$ cat config.mk
export PLATFORM = sky130hd
export DESIGN_NAME = pc_sequencer
export DESIGN_NICKNAME = d
export VERILOG_FILES = /design/src/rtl/pc_pkg.sv /design/src/rtl/pc_target_calc.sv /design/src/rtl/pc_sequencer.sv
export SDC_FILE = /design/constraint.sdc
export NUM_CORES = 1
export LEC_CHECK = 0
export BUFFER_PORTS_ARGS = -buffer_cell sky130_fd_sc_hd__buf_2
export CORE_MARGIN = 1.5
export CORE_UTILIZATION = 49
export CTS_CLUSTER_DIAMETER = 50
export DETAILED_ROUTE_END_ITERATION = 10
export PLACE_DENSITY = 0.83
export SLEW_MARGIN = 25
export SYNTH_ARGS = -nofsm -noshare
export SYNTH_HDL_FRONTEND = slang
export SYNTH_HIERARCHICAL = 1
export SYNTH_SLANG_ARGS = --single-unit
$ cat constraint.sdc
create_clock -name clk -period 4 [get_ports clk]
set_clock_uncertainty 0.15 [all_clocks]
set_input_delay 0.2 -clock clk [delete_from_list [all_inputs] [get_ports clk]]
set_output_delay 0.2 -clock clk [all_outputs]
set_load 0.01 [all_outputs]
$ cat src/rtl/pc_pkg.sv
// Shared encodings and default vectors for the fetch PC sequencer.
package pc_pkg;

    localparam logic [1:0] RK_NONE   = 2'b00;
    localparam logic [1:0] RK_BRANCH = 2'b01;
    localparam logic [1:0] RK_JALR   = 2'b10;

    localparam logic [1:0] ST_BOOT = 2'd0;
    localparam logic [1:0] ST_RUN  = 2'd1;
    localparam logic [1:0] ST_TRAP = 2'd2;

    localparam logic [31:0] DEF_RESET_VEC = 32'h0000_0000;
    localparam logic [31:0] DEF_TRAP_VEC  = 32'h0000_03FC;

endpackage

$ cat src/rtl/pc_target_calc.sv
// Combinational redirect target adder: branch/JAL is pc+imm, JALR is (rs1+imm) with bit 0 cleared.
module pc_target_calc
    import pc_pkg::*;
#(
    parameter int XLEN = 32
) (
    input  logic [1:0]      kind,
    input  logic [XLEN-1:0] pc,
    input  logic [XLEN-1:0] rs1,
    input  logic [XLEN-1:0] imm,
    output logic [XLEN-1:0] target,
    output logic            misaligned
);

    logic [XLEN-1:0] jalr_sum;

    assign jalr_sum   = rs1 + imm;
    assign target     = (kind == RK_JALR) ? {jalr_sum[XLEN-1:1], 1'b0} : pc + imm;
    assign misaligned = (target[1:0] != 2'b00);

endmodule

$ cat src/rtl/pc_sequencer.sv
// Architectural fetch PC owner: sequential advance under handshake, redirects, trap entry/return.
// Optional macro PC_MISALIGN_TRAP_EN turns misaligned redirect targets into a trap.
module pc_sequencer
    import pc_pkg::*;
#(
    parameter int              XLEN      = 32,
    parameter logic [XLEN-1:0] RESET_VEC = XLEN'(DEF_RESET_VEC),
    parameter logic [XLEN-1:0] TRAP_VEC  = XLEN'(DEF_TRAP_VEC),
    parameter int              ILEN      = 4,
    parameter int              CNT_W     = 16
) (
    input  logic             clk,
    input  logic             reset,
    input  logic             fetch_ready,
    output logic             fetch_valid,
    output logic [XLEN-1:0]  fetch_pc,
    input  logic             redir_valid,
    input  logic [1:0]       redir_kind,
    input  logic [XLEN-1:0]  redir_pc,
    input  logic [XLEN-1:0]  redir_rs1,
    input  logic [XLEN-1:0]  redir_imm,
    input  logic             trap_req,
    input  logic [XLEN-1:0]  trap_epc,
    input  logic             eret_req,
    output logic             flush,
    output logic [XLEN-1:0]  epc,
    output logic             misalign_fault,
    output logic [CNT_W-1:0] redir_count
);

    logic [1:0]       state_q, state_nxt;
    logic [XLEN-1:0]  pc_q, pc_nxt;
    logic [XLEN-1:0]  epc_q, epc_nxt;
    logic [CNT_W-1:0] count_q;
    logic [XLEN-1:0]  target_raw, target_taken;
    logic             target_misaligned;
    logic             in_run, take_trap, take_eret, take_redir, redir_fault, accept;

    pc_target_calc #(.XLEN(XLEN)) u_target_calc (
        .kind       (redir_kind),
        .pc         (redir_pc),
        .rs1        (redir_rs1),
        .imm        (redir_imm),
        .target     (target_raw),
        .misaligned (target_misaligned)
    );

    // Trap is honoured in RUN and TRAP; everything else only in RUN, in priority order.
    assign in_run     = (state_q == ST_RUN);
    assign take_trap  = trap_req && (state_q == ST_RUN || state_q == ST_TRAP);
    assign take_eret  = in_run && !trap_req && eret_req;
    assign take_redir = in_run && !trap_req && !eret_req && redir_valid &&
                        (redir_kind == RK_BRANCH || redir_kind == RK_JALR);
    assign accept     = take_trap || take_eret || take_redir;

`ifdef PC_MISALIGN_TRAP_EN
    assign redir_fault  = take_redir && target_misaligned;
    assign target_taken = target_raw;
`else
    assign redir_fault  = 1'b0;
    assign target_taken = target_misaligned ? {target_raw[XLEN-1:2], 2'b00} : target_raw;
`endif

    assign fetch_valid    = in_run;
    assign fetch_pc       = pc_q;
    assign epc            = epc_q;
    assign flush          = accept;
    assign misalign_fault = redir_fault;
    assign redir_count    = count_q;

    // NOTE: every variable gets a default first so no path leaves it unassigned (no latch).
    always_comb begin
        state_nxt = state_q;
        pc_nxt    = pc_q;
        epc_nxt   = epc_q;
        if (take_trap) begin
            state_nxt = ST_TRAP;
            epc_nxt   = trap_epc;
            pc_nxt    = TRAP_VEC;
        end else if (redir_fault) begin
            state_nxt = ST_TRAP;
            epc_nxt   = redir_pc;
            pc_nxt    = TRAP_VEC;
        end else if (take_eret) begin
            pc_nxt = epc_q;
        end else if (take_redir) begin
            pc_nxt = target_taken;
        end else begin
            case (state_q)
                ST_BOOT: state_nxt = ST_RUN;
                ST_TRAP: state_nxt = ST_RUN;
                ST_RUN:  if (fetch_ready) pc_nxt = pc_q + XLEN'(ILEN);
                default: state_nxt = ST_BOOT;
            endcase
        end
    end

    // NOTE: sequential state uses non-blocking assignments so all registers update together.
    always_ff @(posedge clk or negedge reset) begin
        if (!reset) begin
            state_q <= ST_BOOT;
            pc_q    <= RESET_VEC;
            epc_q   <= '0;
        end else begin
            state_q <= state_nxt;
            pc_q    <= pc_nxt;
            epc_q   <= epc_nxt;
        end
    end

    always_ff @(posedge clk or negedge reset) begin
        if (!reset) begin
            count_q <= '0;
        end else if (accept && count_q != {CNT_W{1'b1}}) begin
            count_q <= count_q + 1'b1;
        end
    end

endmodule

---- Yosys cells after proc, flatten, opt, wreduce, memory -nomap -nowiden ----
Index checks and enable logic that the tools add are counted.
storage, ports and cells
  output and inout port bits .............. 83
  logic and storage cells ................. 47
  bits in writable memories ............... 0
  register bits after elaboration ......... 82
  ROM bits ................................ 0
  bits in latches ......................... 0
  memories kept ........................... 0
operators by class
  reduce and logical (&&, ||, !) cells .... 20
  equality and inequality tests ........... 8
  shift operators ......................... 0
  bitwise logic cells ..................... 0
  $lt $le $gt $ge ......................... 0
  multipliers ............................. 0
  div/mod/pow operators ................... 0
  muxes and demuxes ....................... 11
  add/sub/neg operators ................... 4
operator list
  cell                                                  count
  2-to-1 mux 32 bit                                     6
  adder 32 bit                                          2
  adder 32 x 3 -> 32 bit (second input constant)        1
  adder 16 x 1 -> 16 bit (second input constant)        1
  != test 16 bit (second input constant)                1
  2-to-1 mux 2 bit                                      4
  nonzero test 4 bit                                    2
  logical AND 1 bit                                     7
  equality test 2 x 1 -> 1 bit (second input constant)  2
  equality test 2 bit (second input constant)           2
  logical OR 1 bit                                      4
  != test 2 bit (second input constant)                 2
  case mux 2 bit (2 select lines)                       1
  AND reduction 3 bit                                   1
  zero test 1 bit                                       2
  zero test 2 bit                                       1
  != test 2 x 1 -> 1 bit (second input constant)        1
  AND reduction 2 bit                                   1
  nonzero test 2 bit                                    1
  OR reduction 2 bit                                    1

---- Depth between registers and ports, before layout ----
Gate-level depths: netlist of the first run.
  word-level depth ........................ 8
  mapped depth ............................ 14
  depth with buffers taken out ............ 14

---- Cells and area by module ----
The synthesis of the first run kept the hierarchy.
by module, submodules not included
  module          seq. area each (sq um)  area an instance (sq um)  cells each  instances
  pc_sequencer    2052.0                  4596.9                    526         1
  pc_target_calc  0.0                     3555.9                    501         1

---- Least setup slack after synthesis of the first run ----
No wires, ideal clock.
  kind .................................... input to register
  start ................................... input port redir_pc[0]
  end ..................................... register pc_q[26] (netlist: fetch_pc[26])
  library setup time ...................... 126 ps
  data required time ...................... 3724 ps
  stages on the path ...................... 12
  path slack .............................. 798 ps
  data arrival time ....................... 2926 ps
  cells stage by stage .................... ha_1 > fa_1 > a21oi_1 > o21a_1 > o211ai_1 > a41oi_2 > nor4b_1 > o41a_1 > a31oi_1 > xnor2_1 > mux2_2 > a221o_1
between the ends
  longest elaborated chain between the ends .. 5
ends and longest elaborated chain
  item                      RTL line              RTL
  from (decl)               pc_sequencer.sv:19    input logic [XLEN-1:0] redir_pc,
  adder 32 bit              pc_target_calc.sv:18  assign target = (kind == RK_JALR) ? {jalr_sum[XLEN-1:1], 1'b0} : pc + imm;
  2-to-1 mux 32 bit         pc_target_calc.sv:18
  named net target_raw[26]  pc_sequencer.sv:35    logic [XLEN-1:0] target_raw, target_taken;
  2-to-1 mux 32 bit         pc_sequencer.sv:86    end else if (take_redir) begin
  2-to-1 mux 32 bit         pc_sequencer.sv:84    end else if (take_eret) begin
  2-to-1 mux 32 bit         pc_sequencer.sv:76    if (take_trap) begin
  to (signal assigned)      pc_sequencer.sv:106   pc_q <= pc_nxt;
  to (decl)                 pc_sequencer.sv:32    logic [XLEN-1:0] pc_q, pc_nxt;
The timed path passes the listed nets, and every way through them passes these cells.
A chain may end at the register's enable or synchronous reset.

---- Worst setup path in the final report of the first run ----
  start ................................... input port redir_imm[0]
  end ..................................... register pc_q[30] (netlist: fetch_pc[30])
between the ends
  longest elaborated chain between the ends .. 5
ends and longest elaborated chain
  item                                    RTL line                                    RTL
  from (decl)                             pc_sequencer.sv:21                          input logic [XLEN-1:0] redir_imm,
  adder 32 bit, on equally long branches  pc_target_calc.sv:18, pc_target_calc.sv:17
  2-to-1 mux 32 bit (*)                   pc_target_calc.sv:18
  named net target_raw[30]                pc_sequencer.sv:35
  2-to-1 mux 32 bit (*)                   pc_sequencer.sv:86
  2-to-1 mux 32 bit (*)                   pc_sequencer.sv:84
  2-to-1 mux 32 bit (*)                   pc_sequencer.sv:76
Mark *: on every way through the listed nets, which the timed path passes. The rest lies on a longest branch.

==> impl_results.md, run 1 <==
* Syn. warnings at 6
* CP Launch Point: redir_imm[0]
* Maximum clock rate at 279 MHz
* Post-synthesis cell count at 1027
* Pre-antenna DRT Iters at 6
* Post-CTS sizing at 0
* First-pass GRT wire length at 41.8 mm
* Critical Path Sink Type: flop
* Switch Pwr at 0.00233 W
* Syn Area/Cell at 7.94 µm²
* Drt total wl at 26.0 mm
* CTS Buf Count at 9
* R2R setup slack at 1140 ps
* Crit path DAT at 3650 ps
* Worst min path class: in2reg
* Number of H-tree levels at 3
* Final setup viols at 0
* Hpwl dp at 19.9 mm
* Crit start category: input port
* Max VDD drop at 0.348 mV
* Comb power frac at 51.3%
* Relative slew slack at 36.3%
* Final Cycle Share at 89.6%
* Syn Std Cell Area at 0.00815 mm²
* Root Driver: clkbuf_16
* Vias at 8862
* DR DRC count at 0
* Vias per std cell at 6.00
* Register-to-Register Path Depth at 7
* Hold Fails Final Rpt at 0
* Reg2Reg Capture Point: fetch_pc[26]
* DRT iter0 DRCs at 740
* Most common cell after layout, fill and taps aside: buf_2
* IO Port Bufs at 217
* Total Routing Usage GR at 29.4%
* Placed cells at 1425
* Post-route insts no fill at 1476
* GRT overflow at 0
* Die ar. at 0.0174 mm²
* Row cnt at 46
* Nets@finish at 1457
* Async SR Flop Fraction at 100%
* Clk_lat worst skew at 340 ps
* Chip height at 132 µm
* Setup crit end: fetch_pc[30]
* Hold slack final at 130 ps
* Fin util at 62.8%
* Commonest non-fill, non-tap cells in the layout: buf_2 (216), nand2_1 (187), a21oi_1 (85), dfrtp_1 (82), ha_1 (66)
* Seq pwr share at 30.0%
* Post-synthesis sequential area ratio at 25.2%
* Initial antenna violation count at 2
* Reg clk slew, reported paths at 60 ps
* Switching fraction of total power at 44.9%
* Int Power at 0.00286 W
* Status: complete, no violations
* Avg WL per Cell at 17.6 µm
* Synthesized flop and latch total at 82
* Vias in the first global route at 8379
* Clock Path Buffers at 2
* Max_cap viols at 0
* RSZ-0062 raised after global routing: no
* CTS tree: done
* Setup_tns at 0 ps
* Static Leak at 4.95 nW
* CP max FO at 3
* Routability cong. at 0.944
* Net Count, Synth at 1231
* Final Total Pwr at 0.00520 W
* FF-to-FF Start: state_q[1]
* EDFF count, synth at 0
* Die width at 132 µm
* Fin. max-slew vios at 0
* Least-Margin Pin Slew at 950 ps
* Crit Path Category: in2reg
* CTS Sinks at 82
* Routed Antenna Nets at 0
* Area grow syn2layout at 23.7%
* I/O pins at 219
* Fin crit period at 3580 ps
* Largest net degree at the start of global routing at 51
* Initial Utilization at 50.8%
* Layout cell share with drive strength beyond 1 at 22.2%
* Top_reg_cell synth: dfrtp_1
* Clk pwr share at 18.7%
* Distinct cells, synth at 87
* Required @ worst endpoint at 4070 ps
* Floorplan core area at 0.0161 mm²
* Hold path start: redir_imm[31]
* Total power density per cell area at 515 mW/mm²
* Post-CTS setup buffers at 0
-- metal layers --
metal / vias up / track usage (%) / share of wire (%)
li1: 4242 / - / -
met1: 4122 / 38.9 / 43
met2: 427 / 48.4 / 47
met3: 71 / 4.92 / 7.3
met4: 0 / 10.3 / 3.4
met5: - / 0 / 0
-- through the flow --
step                      instance area, µm²  worst slack, ps
after floorplan                         8150              798
after global placement                  9400              235
after detailed placement                9400              138
after CTS                              10100              465
after global routing                   10100              167
final                                  10100              416
-- synthesized netlist by cell type (4+ instances only) --
library cell | number | area share, %
a211oi_1 | 8 | 0.74
a21o_1 | 43 | 4.0
a21oi_1 | 85 | 5.2
a221o_1 | 4 | 0.49
a31oi_1 | 13 | 1.0
and2_1 | 12 | 0.92
and3_1 | 20 | 1.5
and4_1 | 8 | 0.86
buf_1 | 6 | 0.28
buf_2 | 11 | 0.68
clkbuf_1 | 25 | 1.2
dfrtp_1 | 82 | 25
ha_1 | 66 | 10
inv_1 | 14 | 0.64
mux2i_1 | 7 | 0.86
nand2_1 | 188 | 8.7
nand2b_1 | 6 | 0.46
nand3_1 | 36 | 2.2
nand3b_1 | 8 | 0.74
nand4_1 | 25 | 1.9
nor2_1 | 60 | 2.8
nor2b_1 | 6 | 0.46
nor3_1 | 12 | 0.74
o211ai_1 | 10 | 0.92
o21a_1 | 10 | 0.92
o21ai_0 | 51 | 3.1
o22a_1 | 9 | 0.97
o31ai_1 | 14 | 1.3
or2_2 | 5 | 0.38
or3_1 | 4 | 0.31
xnor2_1 | 51 | 5.5
xor2_1 | 32 | 3.4
-- cell families (layout without fill, tap and decap cells) --
logic type,Yosys count,count (layout),synth area share (%)
AO/OA/AOI/OAI,310,310,26.2
XOR/XNOR,83,83,8.92
adder cells (fa/ha/maj),68,68,10.6
buffers and inverters,60,291,3.16
flip-flops,82,82,25.2
multiplexers,9,9,1.14
other,1,3,0.0460
AND/OR/NAND/NOR,414,414,24.8
-- timing repair --
action                                 in CTS  in global routing
hold buffers                               33                  0
endpoints found under the hold margin      81                  0
setup endpoints to repair                   0                  0
-- critical path: stages --
cell,delay [ps]
buf_2,100
ha_1,210
fa_1,230
a21oi_1,120
o21a_1,210
o211ai_1,300
a41oi_2,230
nor4b_1,680
o41ai_1,210
o31ai_1,390
mux2i_1,230
o22ai_1,110
a222oi_1,330
nand3_1,110
-- final cells by class --
cell class	count	area, µm²
Antenna cell	2	5.00
Tap cell	216	270
Fill cell	1400	5970
Multi-Input combinational cell	885	5850
Clock inverter	6	114
Sequential cell	82	2050
Timing Repair Buffer	261	1500
Clock buffer	10	239
Inverter	14	52.6
-- worst min path at each step --
stage                         to  slack (ps)  cells after the start
floorplan                 epc[0]        -250                      0
global placement         epc[23]         130                      1
detailed placement       epc[15]         130                      1
CTS                 fetch_pc[31]         120                      4
global route        fetch_pc[31]         180                      4
finish              fetch_pc[31]         130                      4
-- registers in the layout (all words and copies together), names as in the netlist --
| register | count |
|---|---|
| state_q | 2 |
| epc | 32 |
| fetch_pc | 32 |
| redir_count | 16 |
-- power by group through the flow --
stage                     clock (W)  combinational (W)  sequential (W)
after floorplan                   0            0.00162         0.00159
after global placement            0            0.00255         0.00155
after detailed placement          0            0.00260         0.00156
after CTS                  0.000985            0.00264         0.00155
after global routing        0.00101            0.00294         0.00160
final                      0.000974            0.00267         0.00156
No activity file was read; power rests on OpenSTA's default activity.
==> inputs of run 2 (changes only) <==
- PLACE_DENSITY: 0.83 -> 0.84
- SYNTH_HIERARCHICAL: 1 -> not set
==> run 2 against run 1 <==
Against the previous run:
- global-route usage hardly changed
- non-clock buffer count is 2 lower
- highest routed layer unchanged
- via count decreased by 4.2%
- worst setup slack improved by 370 ps
- critical endpoint is now fetch_pc[31]
- clock power fell by 13%
- area after synthesis decreased by 4.3%
- power fell by 4.7%
- largest cell class unchanged
- critical path depth decreased by 3
- combinational power fell by 4%
- cell area down 3.9%
==> impl_results.md, run 2 <==
* Status: complete, no violations (unchanged)
* Placed cells at 1394 (was 1425)
* EDFF count, synth at 0 (unchanged)
* Static Leak at 4.74 nW (was 4.95 nW)
* Root Driver: clkbuf_16 (unchanged)
* Syn Std Cell Area at 0.00781 mm² (was 0.00815 mm²)
* Crit path DAT at 3270 ps (was 3650 ps)
* Post-route insts no fill at 1443 (was 1476)
* Critical Path Sink Type: flop (unchanged)
* Least-Margin Pin Slew at 896 ps (was 950 ps)
* Largest net degree at the start of global routing at 83 (was 51)
* I/O pins at 219 (unchanged)
* Die ar. at 0.0167 mm² (was 0.0174 mm²)
* Worst min path class: in2reg (unchanged)
* Routability cong. at 0.958 (was 0.944)
* Clk_lat worst skew at 340 ps (about the same)
* Top-count cell post-synth: nand2_1 (unchanged)
* Avg WL per Cell at 17.3 µm (was 17.6 µm)
* Distinct cells, synth at 76 (was 87)
* Number of H-tree levels at 3 (unchanged)
* Post-synthesis cell count at 1000 (was 1027)
* Post-route cell area at 0.00970 mm² (was 0.0101 mm²)
* Initial Utilization at 50.8% (about the same)
* Total Routing Usage GR at 29.3% (was 29.4%)
* Fin. max-slew vios at 0 (unchanged)
* DR DRC count at 0 (unchanged)
* CP max stage delay at 680 ps (about the same)
* Die width at 129 µm (was 132 µm)
* Hold Fails Final Rpt at 0 (unchanged)
* Inserted Diodes at 0 (was 2)
* Top_reg_cell synth: dfrtp_1 (unchanged)
* Nets@finish at 1432 (was 1457)
* Crit Path Category: reg2reg (was in2reg)
* CTS tree: done (unchanged)
* Final Cycle Share at 80.2% (was 89.6%)
* Post-synthesis sequential area ratio at 26.3% (was 25.2%)
* Reg clk slew, reported paths at 60 ps (about the same)
* Fin util at 63.1% (was 62.8%)
* Chip height at 129 µm (was 132 µm)
* Vias per std cell at 5.88 (was 6.00)
* Async SR Flop Fraction at 100% (unchanged)
* Dominant cell type by area after synthesis: dfrtp_1 (unchanged)
* Commonest non-fill, non-tap cells in the layout: buf_2 (216), nand2_1 (173), dfrtp_1 (82), a21oi_1 (78), nor2_1 (68) (was buf_2 (216), nand2_1 (187), a21oi_1 (85), dfrtp_1 (82), ha_1 (66))
* Layout cell share with drive strength beyond 1 at 20.9% (was 22.2%)
* Multi-input logic area at 0.00551 mm² (was 0.00585 mm²)
* Post-CTS setup buffers at 0 (unchanged)
* Area grow syn2layout at 24.2% (was 23.7%)
* Crit start category: flop (was input port)
* Worst-path cell chain: inv_1, ha_1, nand2b_1, or2_2, and4_1, nor3_1, mux2i_1, o21ai_1, a222oi_1, and3b_1, o211ai_1 (was buf_2, ha_1, fa_1, a21oi_1, o21a_1, o211ai_1, a41oi_2, nor4b_1, o41ai_1, o31ai_1, mux2i_1, o22ai_1, a222oi_1, nand3_1)
* Floorplan core area at 0.0154 mm² (was 0.0161 mm²)
* Commonest cells in the netlist: nand2_1 (173), dfrtp_1 (82), a21oi_1 (78) (was nand2_1 (188), a21oi_1 (85), dfrtp_1 (82))
* Net Count, Synth at 1205 (was 1231)
* Final setup viols at 0 (unchanged)
* Synth top area share at 26.3% (was 25.2%)
* Final worst slack at 791 ps (was 416 ps)
* Relative slew slack at 40.0% (was 36.3%)
* Required @ worst endpoint at 4060 ps (was 4070 ps)
* Fin crit period at 3210 ps (was 3580 ps)
* RSZ-0062 raised after global routing: no (unchanged)
* Slowest cell on crit path: and4_1 (was nor4b_1)
* Setup_tns at 0 ps (unchanged)
* Vias at 8487 (was 8862)
* Routed Antenna Nets at 0 (unchanged)
* Total power density per cell area at 511 mW/mm² (was 515 mW/mm²)
* Syn Area/Cell at 7.81 µm² (was 7.94 µm²)
* DP Worst Slack at 850 ps (was 138 ps)
* Placed cell areas at 0.00906 mm² (was 0.00940 mm²)
* First-pass GRT wire length at 39.2 mm (was 41.8 mm)
* GRT overflow at 0 (unchanged)
* Post-CTS sizing at 0 (unchanged)
* Max VDD drop at 0.242 mV (was 0.348 mV)
* IO Port Bufs at 217 (unchanged)
* DRT iter0 DRCs at 617 (was 740)
* Synthesized flop and latch total at 82 (unchanged)
* Fill cells at 1388 (was 1400)
* Hold-fix buffer count after cts at 33 (unchanged)
* Synth area leaders: dfrtp_1 (26%), ha_1 (11%), nand2_1 (8.3%) (was dfrtp_1 (25%), ha_1 (10%), nand2_1 (8.7%))
* Register area at 0.00205 mm² (unchanged)
* CTS Buf Count at 9 (unchanged)
* Pre-antenna DRT Iters at 5 (was 6)
* Syn. warnings at 0 (was 6)
* Row cnt at 45 (was 46)
* Vias in the first global route at 7778 (was 8379)
* CTS Sinks at 82 (unchanged)
* CP max FO at 26 (was 3)
* Max_cap viols at 0 (unchanged)
* Hpwl dp at 18.9 mm (was 19.9 mm)
* Maximum clock rate at 312 MHz (was 279 MHz)
* Initial antenna violation count at 0 (was 2)
* Most common cell after layout, fill and taps aside: buf_2 (unchanged)
* Clock Path Buffers at 2 (unchanged)
* Drt total wl at 25.0 mm (was 26.0 mm)
-- run 2: stage by stage --
step                power [W]  hold slack (ps)
floorplan             0.00308             -246
global placement      0.00397              243
detailed placement    0.00404              247
CTS                   0.00493              165
global route          0.00532              195
finish                0.00495              180
-- run 2: metal layers --
metal  vias to the layer above  GRT usage, %  part of all wire, %
li1                       4093             -                    -
met1                      3874          40.4                   43
met2                       479          47.3                   45
met3                        41          5.08                  9.5
met4                         0          8.46                  2.0
met5                         -             0                    0
-- run 2: critical path: cells and delay by family, from the launching register on --
| kind | cells | cell delay, ps |
|---|---|---|
| adder cells (fa/ha/maj) | 1 | 250 |
| buffers and inverters | 1 | 80 |
| multiplexers | 1 | 170 |
| AND/OR/NAND/NOR | 5 | 1610 |
| AO/OA/AOI/OAI | 3 | 450 |
| flip-flops | 1 | 370 |
-- run 2: cells by family (layout without fill, tap and decap cells) --
kind of cell    count (synthesis)  count (layout)  share of synthesized area [%]
simple gates                  385             385                           23.2
compound gates                309             309                           25.6
flops                          82              82                           26.3
xor+xnor                       81              81                           9.09
fa+ha+maj                      69              69                           11.3
buf+inv                        63             295                           3.24
mux                            10              10                           1.31
other cells                     1               1                         0.0480
-- run 2: power by group --
group	internal [W]	switching, W
registers	0.00115	0.000390
clock network	0.000517	0.000334
logic	0.00102	0.00154
-- run 2: final timing paths --
| path | startpoint | to | slack (ps) | depth (start not counted) |
|---|---|---|---|---|
| setup reg to reg | state_q[1] | fetch_pc[31] | 790 | 11 |
| max in group asynchronous | reset | fetch_pc[27] | 2840 | 2 |
| hold reg to reg | redir_count[12] | redir_count[12] | 340 | 1 |
| hold / removal | redir_rs1[31] | fetch_pc[31] | 180 | 4 |
| min in group asynchronous | reset | epc[18] | 310 | 2 |
| setup / recovery | state_q[1] | fetch_pc[31] | 790 | 11 |
-- run 2: layout make-up --
class,instances,area share (%)
clock buffers,12,2.65
repair buffers,259,15.4
flip-flops and latches,82,21.2
well taps,211,2.72
clock inverters,4,0.516
multi-input cells,855,56.8
inverters,20,0.774
==> inputs of run 3 (changes only) <==
- PLACE_DENSITY: 0.84 -> 0.87
- clock period: 4 -> 2.92 ns (I/O delays scaled with it)
==> run 3 against run 2 <==
Against the previous run:
- maximum frequency grew 17%
- worst hold slack got worse by 84 ps
- final cell count rose by 2.1%
- critical path depth is 2 lower
- clock power grew 28%
- sequential cell count unchanged
- critical endpoint is now fetch_pc[28]
- highest routed layer unchanged
==> impl_results.md, run 3 (same netlist as run 2, synthesis figures left out) <==
* Slowest cell on crit path: or3_1 (was and4_1)
* Hold Fails Final Rpt at 0 (unchanged)
* Root Driver: clkbuf_16 (unchanged)
* Critical Path Sink Type: flop (unchanged)
* CTS tree: done (unchanged)
* Initial Utilization at 50.8% (unchanged)
* Routability cong. at 0.980 (was 0.958)
* Fin. max-slew vios at 0 (unchanged)
* Crit Path Category: reg2reg (unchanged)
* Hold path depth at 4 (unchanged)
* Worst min path class: in2reg (unchanged)
* First-pass GRT wire length at 40.8 mm (was 39.2 mm)
* Final Total Pwr at 0.00690 W (was 0.00495 W)
* Final worst slack at 176 ps (was 791 ps)
* Die ar. at 0.0167 mm² (unchanged)
* Fin crit period at 2740 ps (was 3210 ps)
* Clock Path Buffers at 2 (unchanged)
* CTS Buf Count at 9 (unchanged)
* RSZ-0062 raised after global routing: no (unchanged)
* Number of H-tree levels at 3 (unchanged)
* Least-Margin Pin Slew at 741 ps (was 896 ps)
* IO Port Bufs at 217 (unchanged)
* Total power density per cell area at 696 mW/mm² (was 511 mW/mm²)
* Vias in the first global route at 8088 (was 7778)
* Pre-antenna DRT Iters at 5 (unchanged)
* Total Routing Usage GR at 30.9% (was 29.3%)
* R2R setup slack at 180 ps (was 790 ps)
* Hold path endpoint: fetch_pc[31] (unchanged)
* Crit start category: flop (unchanged)
* Largest net degree at the start of global routing at 83 (unchanged)
* Worst-path cell chain: inv_1, ha_1, nand2b_1, or3_1, and4_1, nor3_2, o21ai_0, a221o_1, o221ai_1 (was inv_1, ha_1, nand2b_1, or2_2, and4_1, nor3_1, mux2i_1, o21ai_1, a222oi_1, and3b_1, o211ai_1)
* Setup_tns at 0 ps (unchanged)
* Area grow syn2layout at 27.0% (was 24.2%)
* FF-to-FF Start: state_q[1] (unchanged)
* Layout cell share with drive strength beyond 1 at 23.0% (was 20.9%)
* Reg2Reg Capture Point: fetch_pc[28] (was fetch_pc[31])
* CTS Sinks at 82 (unchanged)
* Hold slack final at 95.6 ps (was 180 ps)
* Fill cells at 1296 (was 1388)
* Required @ worst endpoint at 3020 ps (was 4060 ps)
* Drt total wl at 25.8 mm (was 25.0 mm)
* Chip height at 129 µm (unchanged)
* I/O pins at 219 (unchanged)
* Final setup viols at 0 (unchanged)
* Hold path start: redir_rs1[31] (unchanged)
* CP max stage delay at 440 ps (was 680 ps)
* Row cnt at 45 (unchanged)
* Die width at 129 µm (unchanged)
* Avg WL per Cell at 17.5 µm (was 17.3 µm)
* Max VDD drop at 0.367 mV (was 0.242 mV)
* Crit path DAT at 2850 ps (was 3270 ps)
* Vias at 8777 (was 8487)
* DR DRC count at 0 (unchanged)
* Post-route insts no fill at 1474 (was 1443)
* Routed Antenna Nets at 0 (unchanged)
* Register-to-Register Path Depth at 9 (was 11)
* Final Cycle Share at 94.0% (was 80.2%)
* Reg clk slew, reported paths at 60 ps (about the same)
* DP Worst Slack at -41.4 ps (was 850 ps)
* Static Leak at 4.88 nW (was 4.74 nW)
* Placed cells at 1425 (was 1394)
* Max_cap viols at 0 (unchanged)
* Status: complete, no violations (unchanged)
* Inserted Diodes at 0 (unchanged)
* Floorplan core area at 0.0154 mm² (unchanged)
* Clk_lat worst skew at 340 ps (about the same)
* Maximum clock rate at 364 MHz (was 312 MHz)
* GRT overflow at 0 (unchanged)
* Nets@finish at 1463 (was 1432)
* Post-CTS setup buffers at 0 (unchanged)
* CP max FO at 5 (was 26)
* Relative slew slack at 50.6% (was 40.0%)
* Most common cell after layout, fill and taps aside: buf_2 (unchanged)
* Vias per std cell at 5.95 (was 5.88)
* Initial antenna violation count at 0 (unchanged)
* DRT iter0 DRCs at 684 (was 617)
* Hpwl dp at 19.9 mm (was 18.9 mm)
* Commonest non-fill, non-tap cells in the layout: buf_2 (216), nand2_1 (173), dfrtp_1 (82), a21oi_1 (78), nor2_1 (68) (unchanged)
[run 3: area by class of cell]
class	instances	area (µm²)	area share (%)
multi-input combinational	855	5510	55.6
sequential	82	2050	20.7
timing repair buffer	290	1720	17.4
tap	211	264	2.66
clock buffer	10	239	2.41
inverter	20	75.1	0.757
clock inverter	6	48.8	0.492
[run 3: report_power, final]
part	switching [W]	internal (W)	total [W]
sequential	0.000510	0.00158	0.00209
combinational	0.00223	0.00150	0.00373
clock	0.000483	0.000606	0.00109
total	0.00322	0.00368	0.00690
[run 3: through the flow]
step           area [µm²]  util [%]
6_report             9910      64.5
5_1_grt              9910      64.5
4_1_cts              9910      64.5
3_5_place_dp         9290      60.4
3_3_place_gp         9290      60.4
2_1_floorplan        7810         -
[run 3: repair_timing]
item | in CTS | in global routing
hold buffers | 33 | 0
hold endpoints to repair | 114 | 0
gates resized for setup | 0 | 1
endpoints found under the setup margin | 0 | 1
[run 3: how the worst max path moves through the flow]
| stage | startpoint | end | slack [ps] | depth (start not counted) |
|---|---|---|---|---|
| 6_report | state_q[1] | fetch_pc[28] | 180 | 9 |
| 5_1_grt | state_q[1] | fetch_pc[28] | 50 | 9 |
| 4_1_cts | state_q[1] | fetch_pc[28] | 190 | 9 |
| 3_5_place_dp | redir_imm[0] | fetch_pc[30] | -40 | 14 |
| 3_3_place_gp | redir_pc[0] | fetch_pc[30] | 40 | 14 |
| 2_1_floorplan | state_q[1] | redir_count[12] | 170 | 12 |
[run 3: critical path: cells and delay by family (launching register included)]
kind / cells / cell delay (ps)
buf+inv: 1 / 90
simple gates: 4 / 1250
compound gates: 3 / 610
flops: 1 / 390
fa+ha+maj: 1 / 160
[run 3: layer usage]
layer  up-vias  share of wire, %  global-route usage [%]
li1       4160                 -                       -
met1      3997                42                    40.5
met2       536                45                    50.0
met3        84               9.6                    5.41
met4         0               3.9                    13.4
met5         -                 0                       0
